===== src/rtl/reg_desp_rx_pkg.sv =====
// Shared definitions for the serial-to-parallel receive stage.
// Latency: n/a (types and constants only).
// Backpressure: n/a.
//
// Contents: default word width, FIFO occupancy encoding, serial direction constants.
package reg_desp_rx_pkg;

    localparam int WIDTH_DEF = 4;

    typedef enum logic [1:0] {
        ST_EMPTY = 2'd0,
        ST_ONE   = 2'd1,
        ST_FULL  = 2'd2
    } fifo_st_e;

    localparam logic DIR_MSB_FIRST = 1'b0;
    localparam logic DIR_LSB_FIRST = 1'b1;

endpackage


===== src/rtl/reg_desp_rx_if.sv =====
// Bundle of the receive stage's serial input, control and word-output signals.
// Latency: n/a (wiring only).
// Backpressure: ready from the consumer; valid/data_out are driven by the receiver.
//
// Modports: master = stimulus/consumer side, slave = reg_desp_rx side.
interface reg_desp_rx_if #(
    parameter int WIDTH = 4
) ();
    localparam int CNT_W = $clog2(WIDTH);

    logic             enb;
    logic             dir;
    logic             s_in;
    logic             clr;
    logic             ready;
    logic [WIDTH-1:0] data_out;
    logic             valid;
    logic [CNT_W-1:0] bit_cnt;
    logic             overflow;

    modport master (
        output enb, dir, s_in, clr, ready,
        input  data_out, valid, bit_cnt, overflow
    );

    modport slave (
        input  enb, dir, s_in, clr, ready,
        output data_out, valid, bit_cnt, overflow
    );
endinterface


===== src/rtl/reg_desp_rx_fifo2.sv =====
// Two-entry word FIFO with an EMPTY/ONE/FULL occupancy FSM; drops pushes that find it full.
// Latency: a pushed word is visible on head_dat_o the cycle after the push edge.
// Backpressure: pop_i is honoured only while head_vld_o=1; a push into FULL without pop is dropped (drop_o).
//
// Ports: clk, reset_L (async active-low), clr_i (sync clear, overrides push/pop),
//        push_i/push_dat_i, pop_i, head_dat_o/head_vld_o (registered), drop_o (comb).
module reg_desp_rx_fifo2
    import reg_desp_rx_pkg::*;
#(
    parameter int WIDTH = WIDTH_DEF
) (
    input  logic             clk,
    input  logic             reset_L,
    input  logic             clr_i,
    input  logic             push_i,
    input  logic [WIDTH-1:0] push_dat_i,
    input  logic             pop_i,
    output logic [WIDTH-1:0] head_dat_o,
    output logic             head_vld_o,
    output logic             drop_o
);

    fifo_st_e         state_q, state_d;
    logic [WIDTH-1:0] head_q, head_d;
    logic [WIDTH-1:0] tail_q, tail_d;
    logic             push, pop;

    // clr wins over both sides; a pop needs something to pop.
    assign push = push_i & ~clr_i;
    assign pop  = pop_i & ~clr_i & (state_q != ST_EMPTY);

    always_ff @(posedge clk or negedge reset_L) begin
        if (!reset_L) begin
            state_q <= ST_EMPTY;
            head_q  <= '0;
            tail_q  <= '0;
        end else begin
            state_q <= state_d;
            head_q  <= head_d;
            tail_q  <= tail_d;
        end
    end

    always_comb begin
        state_d = state_q;
        head_d  = head_q;
        tail_d  = tail_q;
        drop_o  = 1'b0;
        if (clr_i) begin
            state_d = ST_EMPTY;
            head_d  = '0;
            tail_d  = '0;
        end else begin
            unique case (state_q)
                ST_EMPTY: begin
                    if (push) begin
                        head_d  = push_dat_i;
                        state_d = ST_ONE;
                    end
                end
                ST_ONE: begin
                    if (push && pop) begin
                        head_d = push_dat_i;
                    end else if (push) begin
                        tail_d  = push_dat_i;
                        state_d = ST_FULL;
                    end else if (pop) begin
                        // Zero the head so data_out reads 0 whenever nothing is buffered.
                        head_d  = '0;
                        state_d = ST_EMPTY;
                    end
                end
                ST_FULL: begin
                    if (pop) begin
                        head_d = tail_q;
                        if (push) begin
                            tail_d = push_dat_i;
                        end else begin
                            tail_d  = '0;
                            state_d = ST_ONE;
                        end
                    end else if (push) begin
                        // Never overwrite a buffered word: the new one is lost instead.
                        drop_o = 1'b1;
                    end
                end
                default: begin
                    state_d = ST_EMPTY;
                    head_d  = '0;
                    tail_d  = '0;
                end
            endcase
        end
    end

    assign head_dat_o = head_q;
    assign head_vld_o = (state_q != ST_EMPTY);

endmodule


===== src/rtl/reg_desp_rx.sv =====
// Serial-to-parallel capture: shifts s_in on enb strobes into WIDTH-bit words and queues them.
// Latency: valid rises the cycle after the edge that samples a word's last bit.
// Backpressure: valid/ready with a 2-word buffer; words completing into a full buffer are dropped and flag sticky overflow.
//
// Ports: clk, reset_L (async active-low), bus (slave modport): enb, dir, s_in, clr, ready in;
//        data_out, valid, bit_cnt, overflow out (all registered or decoded from registers).
module reg_desp_rx
    import reg_desp_rx_pkg::*;
#(
    parameter  int WIDTH = WIDTH_DEF,
    localparam int CNT_W = $clog2(WIDTH)
) (
    input  logic         clk,
    input  logic         reset_L,
    reg_desp_rx_if.slave bus
);

    logic [WIDTH-1:0] sr_q, sr_d, sr_n;
    logic [CNT_W-1:0] cnt_q, cnt_d;
    logic             dir_q, dir_d;
    logic             ovf_q, ovf_d;
    logic             eff_dir;
    logic             last_bit;
    logic             push;
    logic             drop;
    logic             fifo_vld;
    logic [WIDTH-1:0] fifo_dat;

    // The first bit of a word picks the direction live; the rest of the word
    // follows the latched copy so mid-word dir changes have no effect.
    assign eff_dir  = (cnt_q == '0) ? bus.dir : dir_q;
    assign sr_n     = (eff_dir == DIR_MSB_FIRST) ? {sr_q[WIDTH-2:0], bus.s_in}
                                                 : {bus.s_in, sr_q[WIDTH-1:1]};
    assign last_bit = (cnt_q == CNT_W'(WIDTH - 1));
    assign push     = bus.enb & ~bus.clr & last_bit;

    always_ff @(posedge clk or negedge reset_L) begin
        if (!reset_L) begin
            sr_q  <= '0;
            cnt_q <= '0;
            dir_q <= DIR_MSB_FIRST;
            ovf_q <= 1'b0;
        end else begin
            sr_q  <= sr_d;
            cnt_q <= cnt_d;
            dir_q <= dir_d;
            ovf_q <= ovf_d;
        end
    end

    always_comb begin
        sr_d  = sr_q;
        cnt_d = cnt_q;
        dir_d = dir_q;
        ovf_d = ovf_q | drop;
        if (bus.clr) begin
            sr_d  = '0;
            cnt_d = '0;
            dir_d = DIR_MSB_FIRST;
            ovf_d = 1'b0;
        end else if (bus.enb) begin
            if (cnt_q == '0) begin
                dir_d = bus.dir;
            end
            if (last_bit) begin
                // The completed word leaves through the FIFO push; start clean.
                sr_d  = '0;
                cnt_d = '0;
            end else begin
                sr_d  = sr_n;
                cnt_d = cnt_q + CNT_W'(1);
            end
        end
    end

    reg_desp_rx_fifo2 #(
        .WIDTH (WIDTH)
    ) u_fifo (
        .clk        (clk),
        .reset_L    (reset_L),
        .clr_i      (bus.clr),
        .push_i     (push),
        .push_dat_i (sr_n),
        .pop_i      (bus.ready),
        .head_dat_o (fifo_dat),
        .head_vld_o (fifo_vld),
        .drop_o     (drop)
    );

    assign bus.data_out = fifo_dat;
    assign bus.valid    = fifo_vld;
    assign bus.bit_cnt  = cnt_q;
    assign bus.overflow = ovf_q;

endmodule

===== src/flat_wrapper.sv =====
// flat-port wrapper written by rule: the top's interface ports become plain ports
module reg_desp_rx_flat import reg_desp_rx_pkg::*;
#(
    parameter  int WIDTH = WIDTH_DEF,
    localparam int CNT_W = $clog2(WIDTH)
)
  (clk, reset_L, bus_enb, bus_dir, bus_s_in, bus_clr, bus_ready, bus_data_out, bus_valid, bus_bit_cnt, bus_overflow);
  reg_desp_rx_if #(.WIDTH(WIDTH)) bus_i ();
  input  logic clk;
  input  logic reset_L;
  input wire logic [$bits(bus_i.enb)-1:0] bus_enb;
  input wire logic [$bits(bus_i.dir)-1:0] bus_dir;
  input wire logic [$bits(bus_i.s_in)-1:0] bus_s_in;
  input wire logic [$bits(bus_i.clr)-1:0] bus_clr;
  input wire logic [$bits(bus_i.ready)-1:0] bus_ready;
  output wire logic [$bits(bus_i.data_out)-1:0] bus_data_out;
  output wire logic [$bits(bus_i.valid)-1:0] bus_valid;
  output wire logic [$bits(bus_i.bit_cnt)-1:0] bus_bit_cnt;
  output wire logic [$bits(bus_i.overflow)-1:0] bus_overflow;
  assign bus_i.enb = bus_enb;
  assign bus_i.dir = bus_dir;
  assign bus_i.s_in = bus_s_in;
  assign bus_i.clr = bus_clr;
  assign bus_i.ready = bus_ready;
  assign bus_data_out = bus_i.data_out;
  assign bus_valid = bus_i.valid;
  assign bus_bit_cnt = bus_i.bit_cnt;
  assign bus_overflow = bus_i.overflow;
  reg_desp_rx #(.WIDTH(WIDTH)) u_core (.clk(clk), .reset_L(reset_L), .bus(bus_i));
endmodule

===== config.mk =====
export PLATFORM = sky130hd
export DESIGN_NAME = reg_desp_rx_flat
export DESIGN_NICKNAME = d
export VERILOG_FILES = /design/src/rtl/reg_desp_rx_pkg.sv /design/src/rtl/reg_desp_rx_if.sv /design/src/rtl/reg_desp_rx_fifo2.sv /design/src/rtl/reg_desp_rx.sv /design/src/flat_wrapper.sv
export SDC_FILE = /design/constraint.sdc
export NUM_CORES = 1
export LEC_CHECK = 0
export CORE_MARGIN = 2
export CORE_UTILIZATION = 41
export DETAILED_ROUTE_END_ITERATION = 8
export GPL_TIMING_DRIVEN = 0
export PLACE_DENSITY = 0.6
export SYNTH_ARGS = -nofsm -noshare
export SYNTH_HDL_FRONTEND = slang
export SYNTH_SLANG_ARGS = --single-unit

===== constraint.sdc =====
create_clock -name clk -period 4.58 [get_ports clk]
set_input_delay 0.687 -clock clk [delete_from_list [all_inputs] [get_ports clk]]
set_output_delay 0.687 -clock clk [all_outputs]
set_load 0.01 [all_outputs]

==> run metrics <==
worst path bufs/invs=3; Critical Path AT=approximately 1.8 ns; # clock sinks=18; full die area=between 3000 and 4000 um2; most frequent cells in the layout=dfrtp_1 (18), nor2_1 (12), clkdlybuf4s50_1 (12); unrepaired setup endpoints after global routing=no; drt first-iter violations=7; Pre-antenna DRT Iters=4; crit path cell chain=inv_1 > ha_1 > inv_1 > clkdlybuf4s50_1; Hold Path Sink=u_core.u_fifo.tail_q[2]; Mapped Cells=about 110; worst skew pair latency=around 0.29 ns; routed len/inst=~15 um; final non-filler cell total=151; Sum Neg Setup Slack=0 ns; initial antenna violation count=0; port bufs=12; Worst slew margin=0.459; r2r startpoint=u_core.bus.bit_cnt[0]; DP Worst Slack=between 2 and 2.5 ns; max-slew violations=0; Final setup viols=0; Syn Nets=119; H-tree Lvls=1; final hold violations=0; most common cell after layout, fill and taps aside=dfrtp_1; CP delay by family, top=buffers and inverters; #FFs+latches synth=18; # diodes=0; Area Overhead vs Synth=17.0%; Initial Utilization=0.432; GR Util met3=0.0246; crit path max fanout=6; critical path type=flop to output pin; CTS buffer count=3; Clock Path Buffers=2; post_cts resized=0; EDFF count, synth=0; Vias/cell=around 5.6; Main synth FF type=dfrtp_1; met2 GRT Util=0.302; Post-DP Area=between 1000 and 1500 um2; CORE AREA=approximately 2500 um2; Detail Route Antenna Nets=0; vias in the first global route=between 800 and 900; fmax=between 300 and 400 MHz; Overall Global Routing Usage=0.182; fill count=244; PnR worst setup slack=2.07 ns; routed via count=about 850; FFs w/ async S/R, synth=1.00; Max VDD drop=between 0.15 and 0.2 mV; clk slew on worst S/H paths=around 0.10 ns; reg2reg setup slack=about 2.6 ns; final setup skew=around 0.0095 ns; Post-Syn Area=between 1000 and 1500 um2; Avg Cell Area, Syn=10.0 um2; Die Wd=about 55 um; area leader, netlist=dfrtp_1; Layout Utilization=0.505; final period utilization=0.548; HP Class=flop to flop; hold buffers post-CTS=0; crit path max-delay cell type=clkdlybuf4s50_1; post-CTS setup buffer count=0; GR met1 Demand/Resource=0.240; grt peak-use layer=met2; Synth top area share=0.425; Hold Crit Depth=1; DP Cell Count=148; PD cells=about 290 nW/um2; leakage=~0.55 nW; Final Instance Area=approximately 1200 um2; Distinct cells, synth=34; IO Count=15; outcome=finished, final reports clean; die height=about 55 um; CTS Root Cell=clkbuf_4; RD Place Congestion=approximately 0.75; Crit path top cell by count=inv_1; Critical Path RT=3.89 ns; largest net degree at the start of global routing=19; minimum clock period=between 2 and 3 ns; largest stage delay on the critical path=between 0.5 and 0.6 ns; remaining global-route overflow=0; row cnt=18; Final HPWL DP=1.63 mm; Worst Max-Slew Pin Slew=0.809 ns; Total Wirelength=2.24 mm; R2R cell count=6; hold path startpoint=u_core.u_fifo.tail_q[2]; layout cells sized above 1=0.0909; CTS tree=built; DR DRC count=0; Ys Warns=0; register area share after synthesis=0.425; Nets=between 100 and 150; number of max-cap violations=0; RR Endpoint=u_core.u_fifo.head_dat_o[3]; Setup crit end kind=output pin; critical path startpoint category=flop; synth top area cells=dfrtp_1 (43%), ha_1 (7.1%), nand2b_1 (5.9%); first-pass GRT wire length=3.86 mm
-- cells in the mapped netlist, types with 3 or more instances --
master     instances
nand2_1            5
inv_1              6
buf_2              3
mux2i_1            6
a221o_1            4
o2bb2ai_1          4
ha_1               6
o21ai_0            3
nand2b_1          10
a21oi_1            5
nor2_1            12
dfrtp_1           18
-- registers in the layout, indices dropped and copies added (netlist names) --
name and flops:
u_core.bus.overflow 1, u_core.u_fifo.head_dat_o 4, u_core.dir_q 1, u_core.sr_q 4, u_core.u_fifo.tail_q 4, u_core.bus.bit_cnt 2
u_core.u_fifo.state_q 2
-- routing by layer --
layer | vias up | wire length [um]
li1 | 415 | -
met1 | 419 | 1100
met2 | 9 | 1070
met3 | 2 | 55
met4 | 0 | 10
met5 | - | 0
-- cell type report --
type	instances	area, um2	area share
clock buffer	3	22.5	0.0182
sequential	18	450	0.363
multi-input combinational	77	561	0.452
inverter	6	22.5	0.0182
buffer	5	26.3	0.0212
tap	30	37.5	0.0303
timing repair buffer	12	120	0.0969
-- report_power, final --
group / total [mW] / internal [mW] / switching [mW]
combinational: 0.102 / 0.0446 / 0.0575
sequential: 0.173 / 0.165 / 0.00791
clock: 0.0796 / 0.0305 / 0.0491
total: 0.355 / 0.240 / 0.114
-- logic make-up after synthesis --
kind of cell,Yosys count,synth area share
fa+ha+maj,6,0.0708
flops,18,0.425
compound gates,25,0.178
mux,7,0.0697
xor+xnor,1,0.00827
simple gates,38,0.202
buf+inv,11,0.0460
-- through the flow --
stage / hold slack, ns / power (mW)
after floorplan: 0.391 / 0.246
after global placement: 0.471 / 0.277
after detailed placement: 0.474 / 0.278
after CTS: 0.503 / 0.360
after global routing: 0.524 / 0.380
final: 0.498 / 0.355
-- worst max path at each step --
stage,slack [ns],from,to,cells past startpoint
global placement,2.27,bus_dir,u_core.u_fifo.head_dat_o[3],5
CTS,2.05,u_core.u_fifo.state_q[0],bus_valid,4
finish,2.07,u_core.u_fifo.state_q[0],bus_valid,4
floorplan,2.84,u_core.bus.bit_cnt[0],u_core.u_fifo.head_dat_o[1],6
detailed placement,2.28,bus_dir,u_core.u_fifo.head_dat_o[3],5
global route,1.94,u_core.u_fifo.state_q[0],bus_valid,4
(Power assumes the default switching activity.)
